### src/rtl/id_exe_pipe_reg.sv
// ID->EXE pipeline register: valid/ready handshake, optional skid entry,
// synchronous flush and a saturating stall counter.
module id_exe_pipe_reg #(
  parameter int unsigned DATA_W     = 32,
  parameter int unsigned REG_ADDR_W = 5,
  parameter int unsigned CMD_W      = 4,
  parameter int unsigned SKID       = 1,
  parameter int unsigned CNT_W      = 16
) (
  input  logic                  clk,
  input  logic                  rst,
  input  logic                  flush,
  input  logic                  id_valid,
  output logic                  id_ready,
  input  logic [REG_ADDR_W-1:0] id_dest,
  input  logic [DATA_W-1:0]     id_reg2,
  input  logic [DATA_W-1:0]     id_val1,
  input  logic [DATA_W-1:0]     id_val2,
  input  logic [DATA_W-1:0]     id_pc,
  input  logic                  id_br_taken,
  input  logic                  id_mem_r_en,
  input  logic                  id_mem_w_en,
  input  logic                  id_wb_en,
  input  logic [CMD_W-1:0]      id_exe_cmd,
  output logic                  exe_valid,
  input  logic                  exe_ready,
  output logic [REG_ADDR_W-1:0] exe_dest,
  output logic [DATA_W-1:0]     exe_reg2,
  output logic [DATA_W-1:0]     exe_val1,
  output logic [DATA_W-1:0]     exe_val2,
  output logic [DATA_W-1:0]     exe_pc,
  output logic [CMD_W-1:0]      exe_exe_cmd,
  output logic                  exe_br_taken,
  output logic                  exe_mem_r_en,
  output logic                  exe_mem_w_en,
  output logic                  exe_wb_en,
  output logic [CNT_W-1:0]      stall_cnt
);

  typedef struct packed {
    logic [REG_ADDR_W-1:0] dest;
    logic [DATA_W-1:0]     reg2;
    logic [DATA_W-1:0]     val1;
    logic [DATA_W-1:0]     val2;
    logic [DATA_W-1:0]     pc;
    logic                  br_taken;
    logic                  mem_r_en;
    logic                  mem_w_en;
    logic                  wb_en;
    logic [CMD_W-1:0]      exe_cmd;
  } bundle_t;

  typedef enum logic [1:0] {StEmpty, StOne, StTwo} state_e;

  localparam logic [CNT_W-1:0] CntMax = {CNT_W{1'b1}};
  localparam logic [CNT_W-1:0] CntOne = {{(CNT_W-1){1'b0}}, 1'b1};

  state_e          state_q, state_d;
  bundle_t         main_q, main_d;
  bundle_t         skid_q, skid_d;
  logic [CNT_W-1:0] stall_cnt_q, stall_cnt_d;
  bundle_t         in_bundle;
  logic            in_fire, out_fire;

  // Drops the control bits so a flushed entry can never commit side effects.
  function automatic bundle_t clr_ctrl(input bundle_t b);
    bundle_t r;
    r          = b;
    r.br_taken = 1'b0;
    r.mem_r_en = 1'b0;
    r.mem_w_en = 1'b0;
    r.wb_en    = 1'b0;
    return r;
  endfunction

  // Handshake decode and input bundle packing.
  always_comb begin
    in_bundle = '{dest: id_dest, reg2: id_reg2, val1: id_val1, val2: id_val2, pc: id_pc,
                  br_taken: id_br_taken, mem_r_en: id_mem_r_en, mem_w_en: id_mem_w_en,
                  wb_en: id_wb_en, exe_cmd: id_exe_cmd};
    exe_valid = (state_q != StEmpty);
    if (SKID != 0) id_ready = (state_q != StTwo);
    else           id_ready = !exe_valid || exe_ready;
    in_fire  = id_valid && id_ready;
    out_fire = exe_valid && exe_ready;
  end

  // Next-state for occupancy, entries and stall counter; flush overrides transfers.
  always_comb begin
    state_d     = state_q;
    main_d      = main_q;
    skid_d      = skid_q;
    stall_cnt_d = stall_cnt_q;
    if (exe_valid && !exe_ready && (stall_cnt_q != CntMax)) begin
      stall_cnt_d = stall_cnt_q + CntOne;
    end
    if (flush) begin
      state_d = StEmpty;
      main_d  = clr_ctrl(main_q);
      skid_d  = clr_ctrl(skid_q);
    end else begin
      unique case (state_q)
        StEmpty: begin
          if (in_fire) begin
            state_d = StOne;
            main_d  = in_bundle;
          end
        end
        StOne: begin
          if (in_fire && out_fire) begin
            main_d = in_bundle;
          end else if (in_fire && (SKID != 0)) begin
            // Younger bundle parks in skid while main waits for execute.
            state_d = StTwo;
            skid_d  = in_bundle;
          end else if (out_fire) begin
            state_d = StEmpty;
          end
        end
        StTwo: begin
          if (out_fire) begin
            state_d = StOne;
            main_d  = skid_q;
          end
        end
        default: state_d = StEmpty;
      endcase
    end
  end

  // State registers with asynchronous active-low reset.
  always_ff @(posedge clk or negedge rst) begin
    if (!rst) begin
      state_q     <= StEmpty;
      main_q      <= '0;
      skid_q      <= '0;
      stall_cnt_q <= '0;
    end else begin
      state_q     <= state_d;
      main_q      <= main_d;
      skid_q      <= skid_d;
      stall_cnt_q <= stall_cnt_d;
    end
  end

  // Head entry outputs; control bits gated so a bubble has no side effects.
  always_comb begin
    exe_dest     = main_q.dest;
    exe_reg2     = main_q.reg2;
    exe_val1     = main_q.val1;
    exe_val2     = main_q.val2;
    exe_pc       = main_q.pc;
    exe_exe_cmd  = main_q.exe_cmd;
    exe_br_taken = main_q.br_taken && exe_valid;
    exe_mem_r_en = main_q.mem_r_en && exe_valid;
    exe_mem_w_en = main_q.mem_w_en && exe_valid;
    exe_wb_en    = main_q.wb_en && exe_valid;
    stall_cnt    = stall_cnt_q;
  end

endmodule

### config.mk
export PLATFORM = sky130hd
export DESIGN_NAME = id_exe_pipe_reg
export DESIGN_NICKNAME = d
export VERILOG_FILES = /design/src/rtl/id_exe_pipe_reg.sv
export SDC_FILE = /design/constraint.sdc
export NUM_CORES = 1
export LEC_CHECK = 0
export CAP_MARGIN = 10
export CELL_PAD_IN_SITES_DETAIL_PLACEMENT = 0
export CELL_PAD_IN_SITES_GLOBAL_PLACEMENT = 1
export CORE_MARGIN = 4
export CORE_UTILIZATION = 41
export CTS_CLUSTER_DIAMETER = 50
export DETAILED_ROUTE_END_ITERATION = 10
export MAX_ROUTING_LAYER = met4
export PLACE_DENSITY_LB_ADDON = 0.1
export SETUP_SLACK_MARGIN = 0.2
export SLEW_MARGIN = 20
export SYNTH_ARGS = -nofsm -noshare
export SYNTH_HDL_FRONTEND = slang
export SYNTH_SLANG_ARGS = --single-unit
### constraint.sdc
create_clock -name clk -period 2.5 [get_ports clk]
set_clock_uncertainty 0.05 [all_clocks]
set_input_delay 0.5 -clock clk [delete_from_list [all_inputs] [get_ports clk]]
set_output_delay 0.5 -clock clk [all_outputs]
set_load 0.1 [all_outputs]
* After elaboration in Yosys (flattened, before gate mapping)
Cells that the tools add are included.
** Storage, ports and cells
- Register bits :: 300
- Bits of input ports :: 146
- Output and inout port bits :: 159
- Word-level logic and storage cells :: 75
** Operators by class
- Add/subtract/negate cells :: 1
- Equality and inequality tests :: 13
- Multiplexer cells :: 16
- Bitwise logic cells :: 2
- Reduce and logical (&&, ||, !) cells :: 21
** Operators with widths (count)
- $mux W141 :: 3
- $pmux W141 S3 :: 1
- $mux W8 :: 5
- $add A16 B1 Y16 const B :: 1
- $ne A16 B16 Y1 const B :: 1
- $mux W2 :: 6
- $ne A3 B3 Y1 const B :: 4
- $reduce_and A4 Y1 :: 3
- $ne A2 B2 Y1 const B :: 5
- $logic_and A1 B1 Y1 :: 9
- $pmux W2 S3 :: 1
- $reduce_bool A2 Y1 :: 3
- $reduce_and A5 Y1 :: 1
- $ne A4 B4 Y1 const B :: 1
- $reduce_bool A4 Y1 :: 1
- $reduce_and A3 Y1 :: 1
- $reduce_bool A3 Y1 :: 1
- $eq A2 B1 Y1 const B :: 1
- $eq A2 B2 Y1 const B :: 1
- $logic_not A2 Y1 :: 1
- $not A1 Y1 :: 2
- $logic_not A1 Y1 :: 1

* Longest topological paths before layout
Gate-level depths: netlist (run 1).
- Depth after elaboration :: 7
- Gate-level depth with buffers :: 8
- Gate-level depth less buffers :: 5

* Least setup slack after synthesis (run 1)
No wires, ideal clock.
- Kind :: register to output
- From :: register state_q[1]
- To :: output exe_br_taken
- Arrival time :: 1.873 ns
- Data required time :: 1.950 ns
- Path slack :: 0.077 ns
- Stages on the path, launching flop included :: 3
- Buffers on the path :: 0
- Path through :: dfrtp_1 > nor2_1 > nor2b_1
** Between the ends
- Word-level cells in the longest chain between the ends :: 2
** Ends and longest elaborated chain
- start: declaration :: line 58 : state_e state_q, state_d;
- start signal: assignment :: line 134 : state_q <= StEmpty;
- start signal: assignment :: line 139 : state_q <= state_d;
- $reduce_bool A2 Y1 :: line 81 : exe_valid = (state_q != StEmpty);
- $logic_and A1 B1 Y1 :: line 154 : exe_br_taken = main_q.br_taken && exe_valid;
- end: declaration :: line 33 : output logic exe_br_taken,
Every way passes these cells.

* Final worst setup path (run 1)
- From :: register state_q[1]
- To :: output id_ready
** Between the ends
- Word-level cells in the longest chain between the ends :: 1
** Ends and longest elaborated chain
- $ne A2 B2 Y1 :: line 82 : if (SKID != 0) id_ready = (state_q != StTwo);
- end: declaration :: line 14 : output logic id_ready,
Every way passes these cells.

==> run metrics, run 1 <==
vias per inst 4.77; crit path DAT 1.63 ns; Reg power frac 0.342; gr ovfl total 0; crit path time final 2.18 ns; Starting Density 0.419; Clk pwr share 0.300; syn_nets 1,430; IO Port Bufs 304; syn_area_per_cell 11.3 um2; P per Cell Area 1070 nW/um2; Synth Cell Area 14,500 um2; area grow syn2layout 27.3%; worst skew pair latency 0.53 ns; TritonRoute pass-1 iters 4; count of state elements after synthesis 300; initial antenna violation count 4; clock sink count 300; slew at the pin with the worst max-slew slack 0.798 ns; CP required 1.95 ns; Iteration-0 DRC Markers 295; Fin. Hold Viols 0; Netlist cell types 38; Syn Inst Count 1,283; post-layout util 0.533; # fillers 3,079; via count 9,371; Final period util 0.872; vias in the first global route 9,722; HP Class register to register; CTS tree yes; static leakage 0.00881 uW; HPWL Detailed 23.9 mm; die area 38,500 um2; Setup-failing EPs final 0; status completed; Post-route DRC 0; Int Power 11,900 uW; FF+latch area 7510 um2; Warnings, synthesis 0; chip width 196 um; first-pass GRT wire length 55.6 mm; area taken by multi-input logic gates 5630 um2; critical path endpoint category primary output; sw power 7800 uW; Max Cap Viol 0; CP Launch Type register; FMAX 459 MHz; Cell Rows 68; wire length per cell 17.7 um; Max VDD drop 0.000883 V; Slew Limit Fails 0; worst rel slew slack 0.468; I/O pins 305; CP max FO 58; total CTS buffers 39; sequential fraction of the synthesis area 0.517; Logic pwr share 0.358; Placer Congestion 0.767; Antenna Nets Post-Route 0; unrepaired setup endpoints after global routing no; largest net degree at the start of global routing 143; Core ar. 34,700 um2; critical path type register to primary output; clk buf depth 3; most common cell after layout, fill and taps aside nand2_1; total track usage 0.184; switch share 0.395; most frequent cells in the layout nand2_1 (432), dfrtp_1 (294), buf_4 (182); Root Buffer clkbuf_16; clock slew at reported path FFs 0.05 ns; nets@finish 1,625; setup TNS 0 ns; Max H-tree Level 2; share of cells above drive strength 1 0.352; die height 196 um; Routed WL 34.7 mm
critical path: stages (launching register included):
cell     delay, ns
dfrtp_2       0.46
nor2b_4       0.18
inv_12        0.24
buf_12        0.22
cell families (layout without fill, tap and decap cells):
group / Yosys count / count (layout) / share of synthesized area
compound gates: 15 / 15 / 0.00853
xor+xnor: 15 / 15 / 0.00904
fa+ha+maj: 1 / 1 / 0.000861
buf+inv: 203 / 427 / 0.0984
flops: 300 / 300 / 0.517
mux: 276 / 276 / 0.236
other cells: 0 / 4 / 0
simple gates: 473 / 473 / 0.130
per-stage QoR:
stage	hold slack [ns]	std cells	instance area, um2	total power [uW]	setup WS (ns)
3_5_place_dp	0.422	1890	17100	13900	0.0838
4_1_cts	0.438	1961	18500	20000	0.202
3_3_place_gp	0.417	1890	17100	13800	0.0859
5_1_grt	0.448	1966	18500	20600	0.240
6_report	0.435	1966	18500	19700	0.319
2_1_floorplan	0.154	1283	14500	12800	0.0775
cell usage after synthesis:
| cell type | instances | area, um2 |
|---|---|---|
| nand2_1 | 432 | 1620 |
| dfrtp_1 | 300 | 7510 |
| mux2_2 | 156 | 1760 |
| buf_4 | 146 | 1100 |
| mux2_4 | 86 | 1290 |
| mux2_1 | 33 | 372 |
| buf_2 | 30 | 150 |
| clkbuf_1 | 14 | 52.6 |
| xor2_1 | 14 | 123 |
| buf_6 | 11 | 124 |
| nor2b_1 | 7 | 43.8 |
| nor3_1 | 7 | 35.0 |
| a22o_1 | 6 | 52.6 |
| nor2_1 | 6 | 22.5 |
| nand4_1 | 4 | 25.0 |
| nor4_2 | 4 | 50.1 |
| a21oi_1 | 3 | 15.0 |
| and3_1 | 3 | 18.8 |
| a32o_1 | 2 | 20.0 |
| and2_1 | 1 | 6.26 |
| and4_1 | 1 | 8.76 |
| ha_1 | 1 | 12.5 |
| inv_1 | 1 | 3.75 |
| inv_2 | 1 | 3.75 |
| mux2i_1 | 1 | 10.0 |
| nand2b_1 | 1 | 6.26 |
| nand3_1 | 1 | 5.00 |
| nand3b_1 | 1 | 7.51 |
| nor2_2 | 1 | 6.26 |
| nor2b_4 | 1 | 13.8 |
| nor3b_1 | 1 | 7.51 |
| nor4bb_1 | 1 | 10.0 |
| o2111ai_1 | 1 | 8.76 |
| o21ai_2 | 1 | 8.76 |
| o21ba_2 | 1 | 10.0 |
| o22a_1 | 1 | 8.76 |
| or2_1 | 1 | 6.26 |
| xnor2_1 | 1 | 8.76 |
worst paths after layout:
| check | startpoint | endpoint | slack [ns] | depth (start not counted) |
|---|---|---|---|---|
| setup reg to reg | state_q[1]$_DFFE_PN0P_ | exe_reg2[6]$_DFFE_PN0P_ | 0.50 | 6 |
| hold / removal | skid_q[58]$_DFFE_PN0P_ | skid_q[58]$_DFFE_PN0P_ | 0.44 | 1 |
| min in group asynchronous | rst | skid_q[47]$_DFFE_PN0P_ | 0.45 | 2 |
| hold reg to reg | skid_q[58]$_DFFE_PN0P_ | skid_q[58]$_DFFE_PN0P_ | 0.44 | 1 |
| max in group asynchronous | rst | exe_val1[22]$_DFFE_PN0P_ | 1.20 | 4 |
| setup / recovery | state_q[1]$_DFFE_PN0P_ | id_ready | 0.32 | 3 |
registers in the layout, indices dropped and copies added (netlist names), 5 cells and up:
signal and flops:
exe_val2 32, skid_q 141, exe_val1 32, exe_pc 32
stall_cnt 16, exe_dest 5, exe_reg2 32
power groups by stage:
stage / combinational, uW / clock (uW) / sequential [uW]
2_1_floorplan: 5770 / 0 / 7040
3_3_place_gp: 7050 / 0 / 6800
3_5_place_dp: 7120 / 0 / 6820
4_1_cts: 7130 / 6100 / 6760
5_1_grt: 7350 / 6320 / 6900
6_report: 7050 / 5920 / 6750
cell type report:
cell class                 count  share of cell area
antenna                        4            0.000541
clock buffer                  57              0.0620
clock inverter                13              0.0126
inverter                       2             0.00108
multi-input combinational    780               0.304
sequential                   300               0.406
tap                          455              0.0308
timing repair buffer         355               0.182
what timing repair did:
item / 4_1_cts / 5_1_grt
hold endpoints to repair: 42 / 0
setup buffers: 0 / 1
gates resized for setup: 4 / 3
pin swaps: 0 / 0
setup endpoints to repair: 2 / 6
hold buffers: 1 / 0
routing by layer:
metal	wire length (um)	global-route usage
met5	0	-
met4	662	0.0486
met3	2220	0.0493
met2	16100	0.281
met1	15800	0.246
Note: power is estimated with default switching activity, not from simulation.
==> run 2: changes to the inputs <==
--- a/config.mk
+++ b/config.mk
@@ -9,9 +9,11 @@
 export CELL_PAD_IN_SITES_DETAIL_PLACEMENT = 0
 export CELL_PAD_IN_SITES_GLOBAL_PLACEMENT = 1
 export CORE_MARGIN = 4
-export CORE_UTILIZATION = 41
+export CORE_UTILIZATION = 54
 export CTS_CLUSTER_DIAMETER = 50
 export DETAILED_ROUTE_END_ITERATION = 10
+export DONT_BUFFER_PORTS = 1
+export GPL_ROUTABILITY_DRIVEN = 0
 export MAX_ROUTING_LAYER = met4
 export PLACE_DENSITY_LB_ADDON = 0.1
 export SETUP_SLACK_MARGIN = 0.2
==> constraint.sdc (replaced) <==
create_clock -name clk -period 2.55 [get_ports clk]
set_clock_uncertainty 0.05 [all_clocks]
set_input_delay 0.51 -clock clk [delete_from_list [all_inputs] [get_ports clk]]
set_output_delay 0.51 -clock clk [all_outputs]
set_load 0.1 [all_outputs]
==> run metrics, run 2 (synthesis results as in run 1) <==
status complete, but fails checks; failing checks negative hold slack; wire length per cell 20.0 um; worst skew pair latency 0.51 ns; CP Launch Type register; max reg flops 141; Global Route met3 Usage 0.0965; Slew Limit Fails 0; Int Power 11,000 uW; nets@finish 1,311; CTS tree yes; total track usage 0.207; Max VDD drop 0.000577 V; vias in the first global route 8,200; CP max FO 8; GRT Max-Usage Layer met2; Iteration-0 DRC Markers 544; Setup-failing EPs final 0; FF-to-FF Start state_q[0]$_DFFE_PN0P_; Post-route DRC 0; Routed WL 30.5 mm; crit path DAT 1.60 ns; post-layout util 0.587; Starting Density 0.553; total CTS buffers 38; CP required 1.99 ns; r2r worst-path depth 6; Fin. Hold Viols 300; HP Class primary input to asynchronous set/reset pin; first-pass GRT wire length 47.1 mm; sw power 7240 uW; I/O pins 305; P per Cell Area 1180 nW/um2; chip width 172 um; gr ovfl total 0; Largest Register skid_q; met2 Usage GRT 0.298; HPWL Detailed 19.2 mm; via count 8,143; slew at the pin with the worst max-slew slack 0.998 ns; critical path type register to primary output; switch share 0.398; grt met1 use 0.263; share of cells above drive strength 1 0.303; most frequent cells in the layout nand2_1 (432), dfrtp_1 (298), mux2_2 (156); worst hold margin -0.347 ns; Max H-tree Level 2; setup TNS 0 ns; Clk pwr share 0.322; Final period util 0.848; Cell Rows 59; Reg power frac 0.546; Max Cap Viol 0; initial antenna violation count 0; largest net degree at the start of global routing 301; Core ar. 26,300 um2; Logic pwr share 0.132; FMAX 462 MHz; clock slew at reported path FFs 0.05 ns; crit path time final 2.16 ns; TritonRoute pass-1 iters 4; worst rel slew slack 0.334; clock sink count 300; Crit. Startpoint state_q[1]$_DFFE_PN0P_; die height 172 um; Root Buffer clkbuf_16; static leakage 0.00736 uW; Antenna Nets Post-Route 0; # diodes 0; die area 29,600 um2; CTS hold repair buffers 2; critical path endpoint category primary output; clk buf depth 3; IO Port Bufs 0; area grow syn2layout 6.19%; most common cell after layout, fill and taps aside nand2_1; vias per inst 5.33; unrepaired setup endpoints after global routing no
## run 2: changes by cell type in the layout (fill, tap and decap cells not counted), sizes merged, moves of 2 or more
cell,before,now
clkbuf,57,54
clkinvlp,3,0
clkdlybuf4s50,144,0
bufinv,6,8
diode,4,0
buf,210,40
clkinv,4,6
## run 2: per-stage QoR
stage                     cells  instance area [um2]  hold WS (ns)  setup slack, ns  total power, uW
after global routing       1527                15400        -0.374            0.327            18900
after CTS                  1527                15400        -0.369            0.205            18400
after detailed placement   1457                14000         0.174            0.465            12500
after floorplan            1283                14500         0.164            0.117            12600
after global placement     1457                14000         0.173            0.485            12400
final                      1527                15400        -0.347            0.387            18200
## run 2: repair_timing
item                                    in CTS  in global routing
resized for setup                            0                  1
endpoints found under the setup margin       0                  2
buffers inserted                             0                  0
endpoints found under the hold margin      302                300
## run 2: critical path, stage by stage (launching register included)
cell and delay [ns]:
dfrtp_1 0.45, nor2_2 0.31, inv_1 0.09, buf_4 0.24
## run 2: layer usage
metal	vias up	wire, um
li1	3827	-
met1	4011	12700
met2	255	13400
met3	50	3640
met4	0	815
met5	-	0
## run 2: layout make-up
class	instances	area [um2]
Fill cell	2177	10900
Tap cell	335	419
Inverter	2	12.5
Multi-Input combinational cell	780	5630
Clock buffer	54	1120
Clock inverter	14	274
Sequential cell	300	7510
Timing Repair Buffer	42	458
## run 2: power by group through the flow
stage	Clock [uW]	Combinational, uW	Sequential (uW)
2_1_floorplan	0	5660	6900
3_3_place_gp	0	2360	9990
3_5_place_dp	0	2430	10000
4_1_cts	6000	2440	9940
5_1_grt	6250	2590	10100
6_report	5860	2410	9930
## run 2: final timing paths
| kind | endpoint | slack (ns) |
|---|---|---|
| min in group clk | skid_q[73]$_DFFE_PN0P_ | 0.08 |
| max reg2reg | exe_pc[26]$_DFFE_PN0P_ | 0.48 |
| min | stall_cnt[8]$_DFFE_PN0P_ | -0.35 |
| max | exe_valid | 0.39 |
| max in group asynchronous | exe_reg2[1]$_DFFE_PN0P_ | 2.35 |
| min reg2reg | skid_q[107]$_DFFE_PN0P_ | 0.43 |
==> RTL edit 1 (settings of run 2) <==
The parameter `SKID` goes from 1 to 0.
--- a/src/rtl/id_exe_pipe_reg.sv
+++ b/src/rtl/id_exe_pipe_reg.sv
@@ -4,7 +4,7 @@
   parameter int unsigned DATA_W     = 32,
   parameter int unsigned REG_ADDR_W = 5,
   parameter int unsigned CMD_W      = 4,
-  parameter int unsigned SKID       = 1,
+  parameter int unsigned SKID       = 0,
   parameter int unsigned CNT_W      = 16
 ) (
   input  logic                  clk,
Function: changed (a bounded check fails within 4 cycles, from zero or initial values and one cycle with rst low).
==> RTL edit 1 against run 2 <==
  * Sequential power down 41%
  * Sequential cell count fell by 142
  * Area after synthesis decreased by 51%
  * First-iteration DRC count is 71% lower
  * The run still ends with negative hold slack left
  * Global-route usage decreased by 2.8 points
  * Register-to-register slack better by 0.05 ns
  * Routed wire length down 56%
  * Setup slack improved by 0.049 ns
  * Design area down 54%
  * Total power decreased by 47%
  * Worst hold slack improved by 0.092 ns
  * Core utilization shrank 3.1 points
==> RTL edit 1: results (changes against run 2) <==
crit path time final=2.11 ns (-0.0494 ns); initial drt markers=160 (-71%); r2r worst-path depth=4 (-2); final hold viol count=158 (-47%); vias in the first global route=3602 (-56%); Worst Setup EP=exe_mem_r_en; CTS Buf Count=17 (-55%); top cells by area, synth=dfrtp_1 (55%), mux2_2 (20%), buf_4 (15%); worst skew pair latency=0.41 ns (-0.10 ns); Multi-input gate area=2040 um2 (-64%); met3 wire length=1.43 mm (-61%); Non-clock buffers, area share=3.68% (+0.72 points); Fillers=1019 (-53%); M1 GR Usage=19.2% (-7.1 points); failing checks=negative hold slack; DR WL met2=7.35 mm (-45%); status=finished with violations; vias per cell=5.33 (about the same); antenna violations before repair=2 (+2); final WL=13.5 mm (-56%); Overall Global Routing Usage=17.9% (-2.8 points); DP Cell Count=573 (-61%); Max-slew headroom=36.8% (+3.4 points); TritonCTS Sinks=158 (-47%); layout cells sized above 1=46.0% (+16 points); ANT cells=2 (+2); worst hold slack=-0.255 ns (+0.0925 ns); CLK BUF=22 (-59%); DP Area=6490 um2 (-54%); R2R Path Start=stall_cnt[0]$_DFFE_PN0P_; H-tree levels=4 (+2); Clock buf/inv share=8.98% (-0.086 points); vias=3235 (-60%); met2 layer usage reported by global route=30.0% (+0.15 points)
==> RTL edit 1: changes by cell type in the layout (fill, tap and decap cells not counted), sizes merged, moves of 8 or more <==
cell,run 2,this run
nand2,432,11
clkbuf,54,22
buf,40,30
dfrtp,300,158
mux2,275,138
nor2b,8,0
==> RTL edit 1: logic make-up (layout without fill, tap and decap cells) <==
| kind of cell | after synthesis | in the layout | share of synthesized area, % |
|---|---|---|---|
| AO/OA/AOI/OAI | 6 | 6 | 0.784 |
| XOR/XNOR | 15 | 15 | 1.83 |
| adder cells (fa/ha/maj) | 1 | 1 | 0.174 |
| buffers and inverters | 154 | 64 | 16.7 |
| flip-flops | 158 | 158 | 55.1 |
| multiplexers | 138 | 138 | 21.7 |
| other | 0 | 2 | 0 |
| AND/OR/NAND/NOR | 51 | 51 | 3.80 |
==> RTL edit 1: where the power goes <==
group	total, mW	leakage, nW	switching (mW)	internal, mW
clock network	2.70	0.301	0.938	1.77
logic	1.12	0.923	0.691	0.432
registers	5.87	1.88	3.01	2.86
==> RTL edit 2 (settings of run 2) <==
Made on the original files. Make the reset (`rst`) synchronous in one clocked block. Comments in the files are not updated.
--- a/src/rtl/id_exe_pipe_reg.sv
+++ b/src/rtl/id_exe_pipe_reg.sv
@@ -129,7 +129,7 @@
   end
 
   // State registers with asynchronous active-low reset.
-  always_ff @(posedge clk or negedge rst) begin
+  always_ff @(posedge clk) begin
     if (!rst) begin
       state_q     <= StEmpty;
       main_q      <= '0;
Behaviour: not the same (a bounded check fails within 4 cycles, from zero or initial values and one cycle with rst low; the reset may be asserted at any time).
==> RTL edit 2 against run 2 <==
  * Area after synthesis shrank 7.9%
  * Design area shrank 2.7%
  * Total power shrank 34%
  * Critical path depth is the same
  * Sequential cell count is the same
  * Setup slack lost 0.081 ns
  * Synthesized cell count grew 19%
  * Die area shrank 7.5%
  * Routed wire length grew 8.2%
  * Critical endpoint is now exe_mem_r_en
  * Largest cell class unchanged
  * Largest power group unchanged
==> RTL edit 2: results (changes against run 2) <==
status=finished clean; CTS Buffer Depth=3 (unchanged); final WL=33.1 mm (+8.2%); asr flop ratio synth=0% (-100 points); CTS Buf Count=35 (-7.9%); type of the worst min-delay path=in -> reg; nets=1619 (+23%); crit path time final=2.24 ns (+0.0808 ns); CP startpoint=state_q[1]$_SDFFE_PP0P_; reg-to-reg endpoint=stall_cnt[14]$_SDFFE_PN0P_; IO buf count=0 (unchanged); CTS tree=built; layout cells sized above 1=18.3% (-12 points); first-pass GRT wire length=50.4 mm (+7.0%); Max stage delay on crit path=0.53 ns (+0.08 ns); crit path max fanout=10 (+2); synth cell count leaders=dfxtp_1 (300), a21oi_1 (285), nand2_1 (284), mux2i_1 (147); post-detail-place hpwl=20.7 mm (+7.9%); initial drt markers=809 (+49%); leakage=6.31 nW (-14%); ANT cells=0 (unchanged); Worst Tran Pin Value=0.773 ns (-0.226 ns); pre-CTS WS=0.227 ns (-0.238 ns); max reg flops=141 (unchanged); Overall Global Routing Usage=23.2% (+2.5 points); register bank with the most flops=skid_q; critical path arrival=1.68 ns (+0.08 ns); Worst path slowest cell=dfxtp_1; sequential fraction of the synthesis area=44.9% (-6.8 points); H-tree levels=2 (unchanged); Avg Cell Area, Syn=8.78 um2 (-22%); Worst Setup EP=exe_mem_r_en; Synth cell types=44 (+16%); largest net degree at the start of global routing=88 (-71%); top cells by area, synth=dfxtp_1 (45%), mux2i_1 (11%), a21oi_1 (11%); Fillers=2129 (-2.2%); Main synth FF type=dfxtp_1; worst skew pair latency=~0.50 ns; R2R Path Start=stall_cnt[0]$_SDFFE_PN0P_; antenna violations before repair=0 (unchanged); post-cts resize count=0 (unchanged); vias per cell=5.62 (+5.3%); CTS Root Buffer Type=clkbuf_16; Non-Filler Instances=1820 (+19%); worst vdd ir=0.601 mV (+4.2%); drt pass-1 iters=5 (+1); Worst-path clk slew=0.05 ns (about the same); r2r setup slk=0.48 ns (about the same); vias in the first global route=9080 (+11%); r2r worst-path depth=5 (-1); syn nets=1671 (+17%); synth warn=0 (unchanged)
==> RTL edit 2: critical path, delay by kind of cell, from the launching register on <==
| kind | cells | cell delay (ns) |
|---|---|---|
| flip-flops | 1 | 0.53 |
| AND/OR/NAND/NOR | 2 | 0.37 |
| buffers and inverters | 1 | 0.29 |
==> RTL edit 2: how the worst min path moves through the flow <==
stage | start | end | slack (ns) | depth (start not counted)
6_report | exe_ready | state_q[1]$_SDFFE_PP0P_ | 0.03 | 1
5_1_grt | exe_ready | state_q[1]$_SDFFE_PP0P_ | 0.02 | 1
4_1_cts | exe_ready | state_q[1]$_SDFFE_PP0P_ | 0.01 | 1
3_5_place_dp | skid_q[103]$_SDFFE_PN0P_ | skid_q[103]$_SDFFE_PN0P_ | 0.40 | 2
3_3_place_gp | skid_q[136]$_SDFFE_PN0P_ | skid_q[136]$_SDFFE_PN0P_ | 0.39 | 2
2_1_floorplan | skid_q[0]$_SDFFE_PN0P_ | skid_q[0]$_SDFFE_PN0P_ | 0.39 | 2
==> RTL edit 2: cells by family after synthesis <==
family          after synthesis  share of synthesized area [%]
buf+inv                     287                           12.3
mux                         147                           11.0
flops                       300                           44.9
simple gates                340                           10.5
fa+ha+maj                     1                         0.0935
compound gates              449                           21.2
==> RTL edit 2: report_power, final <==
| group | total [mW] | internal, mW | switching (mW) |
|---|---|---|---|
| clock | 4.91 | 3.03 | 1.89 |
| sequential | 4.93 | 4.87 | 0.0632 |
| combinational | 2.13 | 0.465 | 1.67 |
==> RTL edit 2: cell type report <==
| class | instances | share of cell area [%] |
|---|---|---|
| timing repair buffer | 191 | 10.9 |
| tap | 324 | 2.70 |
| clock buffer | 51 | 6.91 |
| inverter | 6 | 0.250 |
| sequential | 300 | 40.1 |
| multi-input combinational | 938 | 38.5 |
| clock inverter | 10 | 0.708 |
==> RTL edit 2: per-layer routing <==
layer  part of all wire [%]  vias up  global-route usage [%]  wire length, um
li1                       -     5209                       -                -
met1                     43     4696                    30.4            14100
met2                     45      276                    34.2            15000
met3                     10       41                    8.59             3380
met4                    1.8        0                    5.44              588
met5                      0        -                       -                0
==> RTL edit 2: through the flow <==
stage | hold WS, ns | instance area [um2] | utilization (%)
floorplan | 0.386 | 13400 | -
global placement | 0.391 | 13800 | 56.9
detailed placement | 0.396 | 13800 | 56.9
CTS | 0.0122 | 15000 | 61.6
global route | 0.0170 | 15000 | 61.8
finish | 0.0318 | 15000 | 61.8
==> RTL edit 2: repair_timing <==
action	in CTS	in global routing
hold buffers	0	0
setup endpoints to repair	0	20
setup buffers	0	2
